### config.mk
export PLATFORM = sky130hd
export DESIGN_NAME = gray_codec_pipe
export DESIGN_NICKNAME = d
export VERILOG_FILES = /design/src/rtl/gray_codec_pipe.sv
export SDC_FILE = /design/constraint.sdc
export NUM_CORES = 1
export LEC_CHECK = 0
export CELL_PAD_IN_SITES_DETAIL_PLACEMENT = 1
export CELL_PAD_IN_SITES_GLOBAL_PLACEMENT = 1
export CORE_MARGIN = 10
export CORE_UTILIZATION = 37
export CTS_BUF_LIST = sky130_fd_sc_hd__clkbuf_8
export DETAILED_ROUTE_END_ITERATION = 12
export GPL_TIMING_DRIVEN = 0
export HOLD_SLACK_MARGIN = 0.12
export PLACE_DENSITY = 0.87
export SLEW_MARGIN = 20
export SYNTH_ARGS = -nofsm -noshare
export SYNTH_HDL_FRONTEND = slang
export SYNTH_SLANG_ARGS = --single-unit
export TNS_END_PERCENT = 20
### constraint.sdc
create_clock -name clk -period 2.1 [get_ports clk]
set_input_delay 0.42 -clock clk [delete_from_list [all_inputs] [get_ports clk]]
set_output_delay 0.42 -clock clk [all_outputs]
set_load 0.005 [all_outputs]
### src/rtl/gray_codec_pipe.sv
// gray_codec_pipe
// -----------------------------------------------------------------------------
// Pipelined binary/Gray converter with a valid/ready handshake. The block also
// contains an independent up/down Gray-code counter for CDC pointers and test
// pattern generation.
//
// The converter has two register stages:
//   S1 holds the raw input word and its mode.
//   S2 holds the converted word and its mode, and drives the output port.
// Both stages shift together whenever the output slot is free or being drained.
// A result therefore appears two edges after its input is presented, and the
// pipeline sustains one transaction per cycle.
//
// Parameters:
//   WIDTH      data / counter width in bits (>= 2)
//   CNT_RESET  binary reset / clear value of the counter
//
// Ports:
//   clk        rising-edge clock
//   rst_n      asynchronous active-low reset
//   in_valid   input transaction present
//   in_ready   block accepts input this cycle (combinational)
//   in_mode    0 = binary-to-Gray, 1 = Gray-to-binary
//   in_data    value to convert
//   out_valid  result present
//   out_ready  downstream accepts result
//   out_mode   mode of the result's transaction
//   out_data   converted value
//   cnt_en     counter step enable
//   cnt_dir    1 = count up, 0 = count down
//   cnt_clr    synchronous clear to CNT_RESET (wins over cnt_en)
//   cnt_bin    counter binary value (registered)
//   cnt_gray   counter Gray value (registered)
//   cnt_wrap   one-cycle pulse when a step wraps around
// -----------------------------------------------------------------------------
module gray_codec_pipe #(
    parameter int WIDTH     = 4,
    parameter int CNT_RESET = 0
) (
    input  logic             clk,
    input  logic             rst_n,
    input  logic             in_valid,
    output logic             in_ready,
    input  logic             in_mode,
    input  logic [WIDTH-1:0] in_data,
    output logic             out_valid,
    input  logic             out_ready,
    output logic             out_mode,
    output logic [WIDTH-1:0] out_data,
    input  logic             cnt_en,
    input  logic             cnt_dir,
    input  logic             cnt_clr,
    output logic [WIDTH-1:0] cnt_bin,
    output logic [WIDTH-1:0] cnt_gray,
    output logic             cnt_wrap
);

    localparam logic [WIDTH-1:0] CNT_RESET_BIN  = WIDTH'(CNT_RESET);
    localparam logic [WIDTH-1:0] CNT_RESET_GRAY = CNT_RESET_BIN ^ (CNT_RESET_BIN >> 1);
    localparam logic [WIDTH-1:0] CNT_ONE        = WIDTH'(1);

    // -------------------------------------------------------------------------
    // Pipeline control
    // -------------------------------------------------------------------------
    logic             advance;

    logic             s1_valid_reg;
    logic             s1_mode_reg;
    logic [WIDTH-1:0] s1_data_reg;

    logic             s2_valid_reg;
    logic             s2_mode_reg;
    logic [WIDTH-1:0] s2_data_reg;

    // The whole pipe moves as one unit. It may move whenever the output slot
    // is empty or its current content is taken this cycle.
    assign advance  = !s2_valid_reg || out_ready;
    assign in_ready = advance;

    // -------------------------------------------------------------------------
    // Conversion logic between S1 and S2
    // -------------------------------------------------------------------------
    logic [WIDTH-1:0] b2g_data;
    logic [WIDTH-1:0] g2b_data;
    logic [WIDTH-1:0] conv_data;

    for (genvar gi = 0; gi < WIDTH; gi++) begin : g_conv
        // Binary-to-Gray: each bit XORs with its upper neighbour, and the MSB
        // passes through unchanged.
        if (gi == WIDTH - 1) begin : g_b2g_msb
            assign b2g_data[gi] = s1_data_reg[gi];
        end else begin : g_b2g_bit
            assign b2g_data[gi] = s1_data_reg[gi] ^ s1_data_reg[gi+1];
        end
        // Gray-to-binary: unrolling b[i] = b[i+1] ^ g[i] makes every binary
        // bit the parity of all Gray bits at or above it. Each bit is a
        // single XOR tree, so there is no ripple chain through bit positions.
        assign g2b_data[gi] = ^s1_data_reg[WIDTH-1:gi];
    end

    assign conv_data = s1_mode_reg ? g2b_data : b2g_data;

    // -------------------------------------------------------------------------
    // Stage registers
    // -------------------------------------------------------------------------
    // S1 data is captured even on bubbles. This is harmless because the valid
    // bit travels with it, and it saves a data-enable term.
    always_ff @(posedge clk or negedge rst_n) begin
        if (!rst_n) begin
            s1_valid_reg <= 1'b0;
            s1_mode_reg  <= 1'b0;
            s1_data_reg  <= '0;
        end else if (advance) begin
            s1_valid_reg <= in_valid;
            s1_mode_reg  <= in_mode;
            s1_data_reg  <= in_data;
        end
    end

    always_ff @(posedge clk or negedge rst_n) begin
        if (!rst_n) begin
            s2_valid_reg <= 1'b0;
            s2_mode_reg  <= 1'b0;
            s2_data_reg  <= '0;
        end else if (advance) begin
            s2_valid_reg <= s1_valid_reg;
            s2_mode_reg  <= s1_mode_reg;
            s2_data_reg  <= conv_data;
        end
    end

    assign out_valid = s2_valid_reg;
    assign out_mode  = s2_mode_reg;
    assign out_data  = s2_data_reg;

    // -------------------------------------------------------------------------
    // Up/down Gray counter (never stalled by the pipeline)
    // -------------------------------------------------------------------------
    logic [WIDTH-1:0] cnt_bin_reg;
    logic [WIDTH-1:0] cnt_bin_next;
    logic [WIDTH-1:0] cnt_gray_reg;
    logic [WIDTH-1:0] cnt_gray_next;
    logic             cnt_wrap_reg;
    logic             cnt_wrap_next;

    always_comb begin
        cnt_bin_next  = cnt_bin_reg;
        cnt_wrap_next = 1'b0;
        if (cnt_clr) begin
            cnt_bin_next = CNT_RESET_BIN;
        end else if (cnt_en) begin
            if (cnt_dir) begin
                cnt_bin_next  = cnt_bin_reg + CNT_ONE;
                cnt_wrap_next = &cnt_bin_reg;
            end else begin
                cnt_bin_next  = cnt_bin_reg - CNT_ONE;
                cnt_wrap_next = ~|cnt_bin_reg;
            end
        end
    end

    // The Gray output is derived from the next binary value. This keeps both
    // registered outputs in step, and cnt_gray stays glitch-free for
    // cross-domain sampling.
    assign cnt_gray_next = cnt_bin_next ^ (cnt_bin_next >> 1);

    always_ff @(posedge clk or negedge rst_n) begin
        if (!rst_n) begin
            cnt_bin_reg  <= CNT_RESET_BIN;
            cnt_gray_reg <= CNT_RESET_GRAY;
            cnt_wrap_reg <= 1'b0;
        end else begin
            cnt_bin_reg  <= cnt_bin_next;
            cnt_gray_reg <= cnt_gray_next;
            cnt_wrap_reg <= cnt_wrap_next;
        end
    end

    assign cnt_bin  = cnt_bin_reg;
    assign cnt_gray = cnt_gray_reg;
    assign cnt_wrap = cnt_wrap_reg;

endmodule

==> results of run 1 <==
routing by layer:
metal / vias to the layer above / routed length (µm)
met5: - / 0
met1: 363 / 939
met3: 4 / 131
li1: 318 / -
met4: 0 / 29
met2: 25 / 1326
cells by family (layout without fill, tap and decap cells):
group	count (synthesis)	count (layout)	synth area share (%)
XOR/XNOR	12	12	11.20
AND/OR/NAND/NOR	18	18	10.00
flip-flops	20	20	53.33
multiplexers	12	12	14.27
AO/OA/AOI/OAI	7	7	4.134
adder cells (fa/ha/maj)	3	3	4.800
buffers and inverters	4	36	2.267
power by group:
group	total (W)	leakage (nW)	switching [W]	internal (W)
sequential	0.000511	0.241	0.0000542	0.000457
combinational	0.000389	0.319	0.000142	0.000246
clock	0.000283	0.0288	0.000116	0.000167
total	0.00118	0.589	0.000312	0.000870
through the flow:
step	instances	setup TNS (ns)	hold WS, ns
floorplan	76	0	0.1244
global placement	132	-1.304	0.4402
detailed placement	132	-1.875	0.4554
CTS	137	0	0.4750
global route	138	0	0.5062
finish	138	0	0.4699
synth_stat cells, drive strengths merged:
library cell / instances
inv: 1
and2: 1
dfrtp: 20
or4: 1
xnor2: 8
nand3: 1
a21oi: 4
xor2: 4
nand2b: 2
nor2b: 2
and3: 2
o21ai: 1
a211oi: 1
nand2: 1
mux2i: 1
mux2: 11
nor3b: 1
fa: 1
buf: 3
a31oi: 1
nor2: 7
ha: 2
worst reg2reg max path, cell delays in order (launching register included):
cell and delay, ns:
dfrtp_2 0.45, fa_1 0.45, xnor2_2 0.18, xnor2_2 0.15
xnor2_1 0.12, a21oi_1 0.17, mux2_2 0.35
cells in the final DEF, fill, tap and decap left out, drive strengths merged, types with 2 or more instances in the layout:
master         instances
a21oi                  4
and3                   2
buf                    5
clkbuf                 5
clkdlybuf4s50         24
dfrtp                 20
ha                     2
mux2                  11
nand2b                 2
nor2                   7
nor2b                  2
xnor2                  8
xor2                   4
cell type report:
| class | instances | area, µm² | share of cell area (%) |
|---|---|---|---|
| Timing Repair Buffer | 28 | 272.8 | 20.39 |
| Tap cell | 30 | 37.54 | 2.806 |
| Sequential cell | 20 | 501.7 | 37.51 |
| Clock buffer | 4 | 55.05 | 4.116 |
| Inverter | 1 | 3.754 | 0.2806 |
| Multi-Input combinational cell | 52 | 439.2 | 32.83 |
| Buffer | 3 | 27.53 | 2.058 |
how the worst max path moves through the flow:
stage               slack (ns)  startpoint     endpoint
detailed placement       -0.62     cnt_dir  cnt_gray[2]
global route              0.01  cnt_bin[0]  cnt_gray[2]
finish                    0.12  cnt_bin[0]  cnt_gray[2]
floorplan                 0.13     cnt_dir  cnt_gray[2]
CTS                      0.006     cnt_dir  cnt_gray[2]
global placement         -0.55     cnt_dir  cnt_gray[2]
timing repair:
action	CTS	global route
pin swaps	0	1
setup endpoints to repair	4	2
resized for setup	9	4
cloned	0	0
setup buffers	1	1
==> impl_summary.log, run 1 <==
[metrics] final worst slack: ~0.12 ns
[metrics] width of the die: about 70 µm
[metrics] root buffer cell: clkbuf_8
[metrics] main area contributors after synthesis: dfrtp_1, mux2_2, xnor2_1
[metrics] routed len/inst: 17.59 µm
[metrics] Final Total Pwr: roughly 0.0012 W
[metrics] Yosys top cell by area: dfrtp_1
[metrics] routed wire length: 2427 µm
[metrics] status: finished, final reports clean
[metrics] Seq/Total Area, Yosys: 53.33%
[metrics] required time at the worst-slack endpoint: between 2 and 2.5 ns
[metrics] hold_buf cts: 0
[metrics] number of levels in the clock H-tree: 1
[metrics] Unique masters post-synth: 23
[metrics] post-placement worst setup slack: -0.6192 ns
[metrics] Chip Height: just over 70 µm
[metrics] via density per instance: 5.145
[metrics] final clock skew: between 0.003 and 0.004 ns
[metrics] worst-case register-to-register setup slack: 0.12 ns
[metrics] met3 GRT Util: 3.672%
[metrics] HPWL after detailed placement: 1930 µm
[metrics] Hold Violations, Final: 0
[metrics] Setup crit end kind: flop
[metrics] nets in the synthesized netlist: 91
[metrics] Finished Cell Area: 1338 µm²
[metrics] via count of the first global-routing pass: 847
[metrics] Routed Antenna Nets: 0
[metrics] post-place instance area: 1236 µm²
[metrics] Critical Path AT: 2.13 ns
[metrics] critical path start-end classification: reg2reg
[metrics] Buffers & Inverters on Critical Path: 0
[metrics] pin count of the biggest net entering global routing: 21
[metrics] most numerous cell on the critical path: xnor2_2
[metrics] logic depth of the worst path, buffers included: 6
[metrics] clock sink total: 20
[metrics] total of flip-flops plus latches after synthesis: 20
[metrics] critical-path cell list: fa_1 > xnor2_2 > xnor2_2 > xnor2_1 > a21oi_1 > mux2_2
[metrics] met1 Track Usage GR: a little over a tenth
[metrics] TritonRoute pass-1 iters: 2
[metrics] number of cells traversed by the worst hold path: 1
[metrics] kind of launch point of the worst setup path: flop
[metrics] initial core utilization: about two fifths
[metrics] worst slew pin tran: 0.8670 ns
[metrics] CTS Buffer Depth: 2
[metrics] nets@finish: 124
[metrics] TritonCTS clock tree: built
[metrics] number of maximum-capacitance violations: 0
[metrics] number of filler cells placed in the layout: 268
[metrics] type of the worst min-delay path: reg2reg
[metrics] remaining global-route overflow: 0
[metrics] floorplan die area: between 4000 and 5000 µm²
[metrics] number of buffers added by the clock tree synthesis step: 3
[metrics] FF-to-FF path depth: 6
[metrics] ratio of final minimum period to clock period: 94.51%
[metrics] Setup-failing EPs final: 0
[metrics] worst-case headroom to the max-slew limit: a little over two fifths
[metrics] top cell type's share of synthesized area: 53.33%
[metrics] Rows: 18
[metrics] global-route met2 utilization: 18.76%
[metrics] slowest stage cell on the critical path: dfrtp_2
[metrics] first-pass GRT wire length: 4188 µm
[metrics] area delta synth->final: 42.53%
[metrics] number of design-rule violations left by the first detailed-router iteration: 20
[metrics] final critical delay including setup and external delays: 1.985 ns
[metrics] GR Util All Layers: 10.24%
[metrics] count of warnings emitted by yosys: 0
[metrics] Power Density: 883.6 nW/µm²
[metrics] Routability Congestion: 0.7563
[metrics] share of post-route cells with drive strength above 1: around 24%
[metrics] maximum clock frequency: between 500 and 600 MHz
[metrics] core region area: 2455 µm²
[metrics] total standard cell area after synthesis: 938.4 µm²
[metrics] Buffers on Ports: 26
[metrics] end of the worst register-to-register path: cnt_gray[2]
[metrics] Via Count: 710
[metrics] maximum vdd ir drop: 0.0004354 V
[metrics] clock latency on the worst-skew pair: 0.25 ns
[metrics] Syn Inst Count: 76
[metrics] worst hold path endpoint: out_valid
[metrics] Avg Cell Area, Syn: 12.35 µm²
[metrics] setup repair after global routing missed its margin: false
[metrics] count of pins over their slew limit: 0
[metrics] number of antenna violations at the first check in global routing: 0
[metrics] top fanout value on the critical path: 6
[metrics] worst reg2reg startpoint: cnt_bin[0]
[metrics] post-CTS clock slew at the launch and capture registers of the worst setup and hold paths: roughly 0.07 ns
[metrics] final routed DRC violation total: 0
[metrics] n_diodes: 0
[metrics] fin util: 54.49%
[metrics] Pleak: 0.5890 nW
[metrics] category of cells accounting for the largest share of critical-path delay: flip-flops
[metrics] source of the worst hold timing path: s1_valid_reg
[metrics] Worst path max stage delay: 0.45 ns
[metrics] busiest layer in global routing: met2
[metrics] count of boundary I/O pins: 28
(Power assumes the default switching activity.)
==> run 2: changes to the inputs <==
--- a/config.mk
+++ b/config.mk
@@ -8,12 +8,12 @@
 export CELL_PAD_IN_SITES_DETAIL_PLACEMENT = 1
 export CELL_PAD_IN_SITES_GLOBAL_PLACEMENT = 1
 export CORE_MARGIN = 10
-export CORE_UTILIZATION = 37
-export CTS_BUF_LIST = sky130_fd_sc_hd__clkbuf_8
+export CORE_UTILIZATION = 35
+export CTS_CLUSTER_DIAMETER = 40
 export DETAILED_ROUTE_END_ITERATION = 12
 export GPL_TIMING_DRIVEN = 0
 export HOLD_SLACK_MARGIN = 0.12
-export PLACE_DENSITY = 0.87
+export PLACE_DENSITY = 0.83
 export SLEW_MARGIN = 20
 export SYNTH_ARGS = -nofsm -noshare
 export SYNTH_HDL_FRONTEND = slang
==> run 2 against run 1 <==
Against the previous run:
- flip-flop and latch count stayed put
- sequential share of layout area is 1.1 points higher
- clock power is 24% lower
- sequential power hardly changed
- count of clock-buffer cells in the layout stayed put
- core utilization is 2.9 points lower
- die area is 4.1% higher
- setup slack worse by 0.030 ns
- via count is 4.5% lower
- largest power group unchanged
- highest routed layer unchanged
==> impl_summary.log, run 2 (synthesized netlist as in run 1, its figures left out) <==
[metrics] worst reg2reg startpoint: cnt_bin[0]
[metrics] CTS Buffer Depth: 2
[metrics] Routed Antenna Nets: 0
[metrics] Setup crit end kind: flop
[metrics] number of cells in the design after placement: between 100 and 150
[metrics] post-place instance area: between 1000 and 1500 µm²
[metrics] via count of the first global-routing pass: 775
[metrics] worst-case headroom to the max-slew limit: 41.59%
[metrics] root buffer cell: clkbuf_4
[metrics] final worst slack: 0.08509 ns
[metrics] via density per instance: 4.985
[metrics] clock latency on the worst-skew pair: about 0.29 ns
[metrics] type of the worst min-delay path: in2reg
[metrics] TritonCTS clock tree: built
[metrics] Routability Congestion: 0.7589
[metrics] remaining global-route overflow: 0
[metrics] count of boundary I/O pins: 28
[metrics] GR Util All Layers: under 10%
[metrics] pin count of the biggest net entering global routing: 21
[metrics] Final Total Pwr: 0.001101 W
[metrics] number of buffers added by the clock tree synthesis step: 3
[metrics] kind of launch point of the worst setup path: flop
[metrics] worst slew pin tran: 0.8734 ns
[metrics] Power Density: 847.0 nW/µm²
[metrics] Finished Cell Area: 1300 µm²
[metrics] post-placement worst setup slack: -0.5656 ns
[metrics] source of the worst hold timing path: cnt_en
[metrics] final instance count without filler cells: 136
[metrics] Pleak: around 0.57 nW
[metrics] number of filler cells placed in the layout: 275
[metrics] Buffers on Ports: 26
[metrics] core region area: 2522 µm²
[metrics] highest-count cells in the layout ignoring fill and taps: clkdlybuf4s50_1, dfrtp_1, mux2_2, nor2_1, xnor2_1
[metrics] top fanout value on the critical path: 6
[metrics] Hold Violations, Final: 0
[metrics] hold_buf cts: 0
[metrics] n_diodes: 0
[metrics] number of maximum-capacitance violations: 0
[metrics] final clock skew: 0.001755 ns
[metrics] maximum clock frequency: just under 500 MHz
[metrics] number of cells traversed by the worst hold path: 2
[metrics] Setup-failing EPs final: 0
[metrics] FF-to-FF path depth: 6
[metrics] beginning of the critical path: cnt_bin[0]
[metrics] TritonRoute pass-1 iters: 1
[metrics] final routed DRC violation total: 0
[metrics] count of pins over their slew limit: 0
[metrics] nets@finish: 122
[metrics] Rows: 18
[metrics] required time at the worst-slack endpoint: 2.29 ns
[metrics] Critical Path AT: around 2.2 ns
[metrics] initial core utilization: around 37%
[metrics] Chip Height: 71.78 µm
[metrics] critical path start-end classification: reg2reg
[metrics] number of antenna violations at the first check in global routing: 0
[metrics] floorplan die area: 5152 µm²
[metrics] number of design-rule violations left by the first detailed-router iteration: 0
[metrics] width of the die: between 70 and 80 µm
[metrics] status: finished, final reports clean
[metrics] area delta synth->final: 38.53%
[metrics] setup total negative slack: 0 ns
[metrics] routed len/inst: 16.96 µm
[metrics] HPWL after detailed placement: between 1500 and 2000 µm
[metrics] Via Count: between 600 and 700
[metrics] share of post-route cells with drive strength above 1: around 23%
[metrics] number of levels in the clock H-tree: 1
[metrics] final critical delay including setup and external delays: 2.015 ns
[metrics] first-pass GRT wire length: 3670 µm
[metrics] routed wire length: 2306 µm
[metrics] ratio of final minimum period to clock period: ~96%
[metrics] maximum vdd ir drop: between 0.0003 and 0.0004 V
[metrics] clock sink total: 20
[metrics] post-CTS clock slew at the launch and capture registers of the worst setup and hold paths: 0.10 ns
[metrics] most common cell after layout, fill and taps aside: clkdlybuf4s50_1
run 2: final cells by class:
cell class | count | area (µm²) | area share, %
well taps | 30 | 37.54 | 2.887
multi-input cells | 52 | 439.2 | 33.78
inverters | 1 | 3.754 | 0.2887
flip-flops and latches | 20 | 501.7 | 38.59
clock buffers | 4 | 36.28 | 2.791
plain buffers | 3 | 27.53 | 2.117
repair buffers | 26 | 254.0 | 19.54
run 2: critical path, cell delays in order, from the launching register on:
cell	delay, ns
dfrtp_2	0.47
fa_1	0.45
xnor2_2	0.26
xnor2_2	0.15
xnor2_1	0.08
a21oi_1	0.15
mux2_2	0.35
run 2: path summary, 6_finish.rpt:
check                              end  slack [ns]
max in group asynchronous   cnt_bin[0]        0.90
max reg2reg                cnt_gray[2]        0.09
max                        cnt_gray[2]        0.09
min reg2reg                  out_valid        0.47
min                           cnt_wrap        0.46
min in group asynchronous  out_data[2]        0.61
run 2: metal layers:
layer	GRT usage (%)	wire length, µm	up-vias
met2	15.69	1194	23
met1	8.807	874	336
met3	3.857	212	4
met5	0	0	-
li1	-	-	315
met4	3.871	24	0
run 2: per-stage QoR:
| step | util (%) | hold slack, ns |
|---|---|---|
| CTS | 51.34 | 0.4468 |
| finish | 51.54 | 0.4554 |
| global route | 51.54 | 0.4611 |
| global placement | 49.01 | 0.4407 |
| floorplan | - | 0.1244 |
| detailed placement | 49.01 | 0.4566 |
run 2: timing repair:
| action | 4_1_cts | 5_1_grt |
|---|---|---|
| hold endpoints to repair | 0 | 0 |
| endpoints found under the setup margin | 2 | 1 |
| setup buffers | 0 | 0 |
| gates resized for setup | 9 | 4 |
| cloned | 0 | 0 |
run 2: power by group:
part           total, W  switching [W]  leakage, nW  internal (W)
Sequential     0.000511      0.0000555        0.241      0.000456
Clock          0.000215       0.000109       0.0210      0.000106
Combinational  0.000375       0.000137        0.304      0.000238
Total           0.00110       0.000302        0.566      0.000799
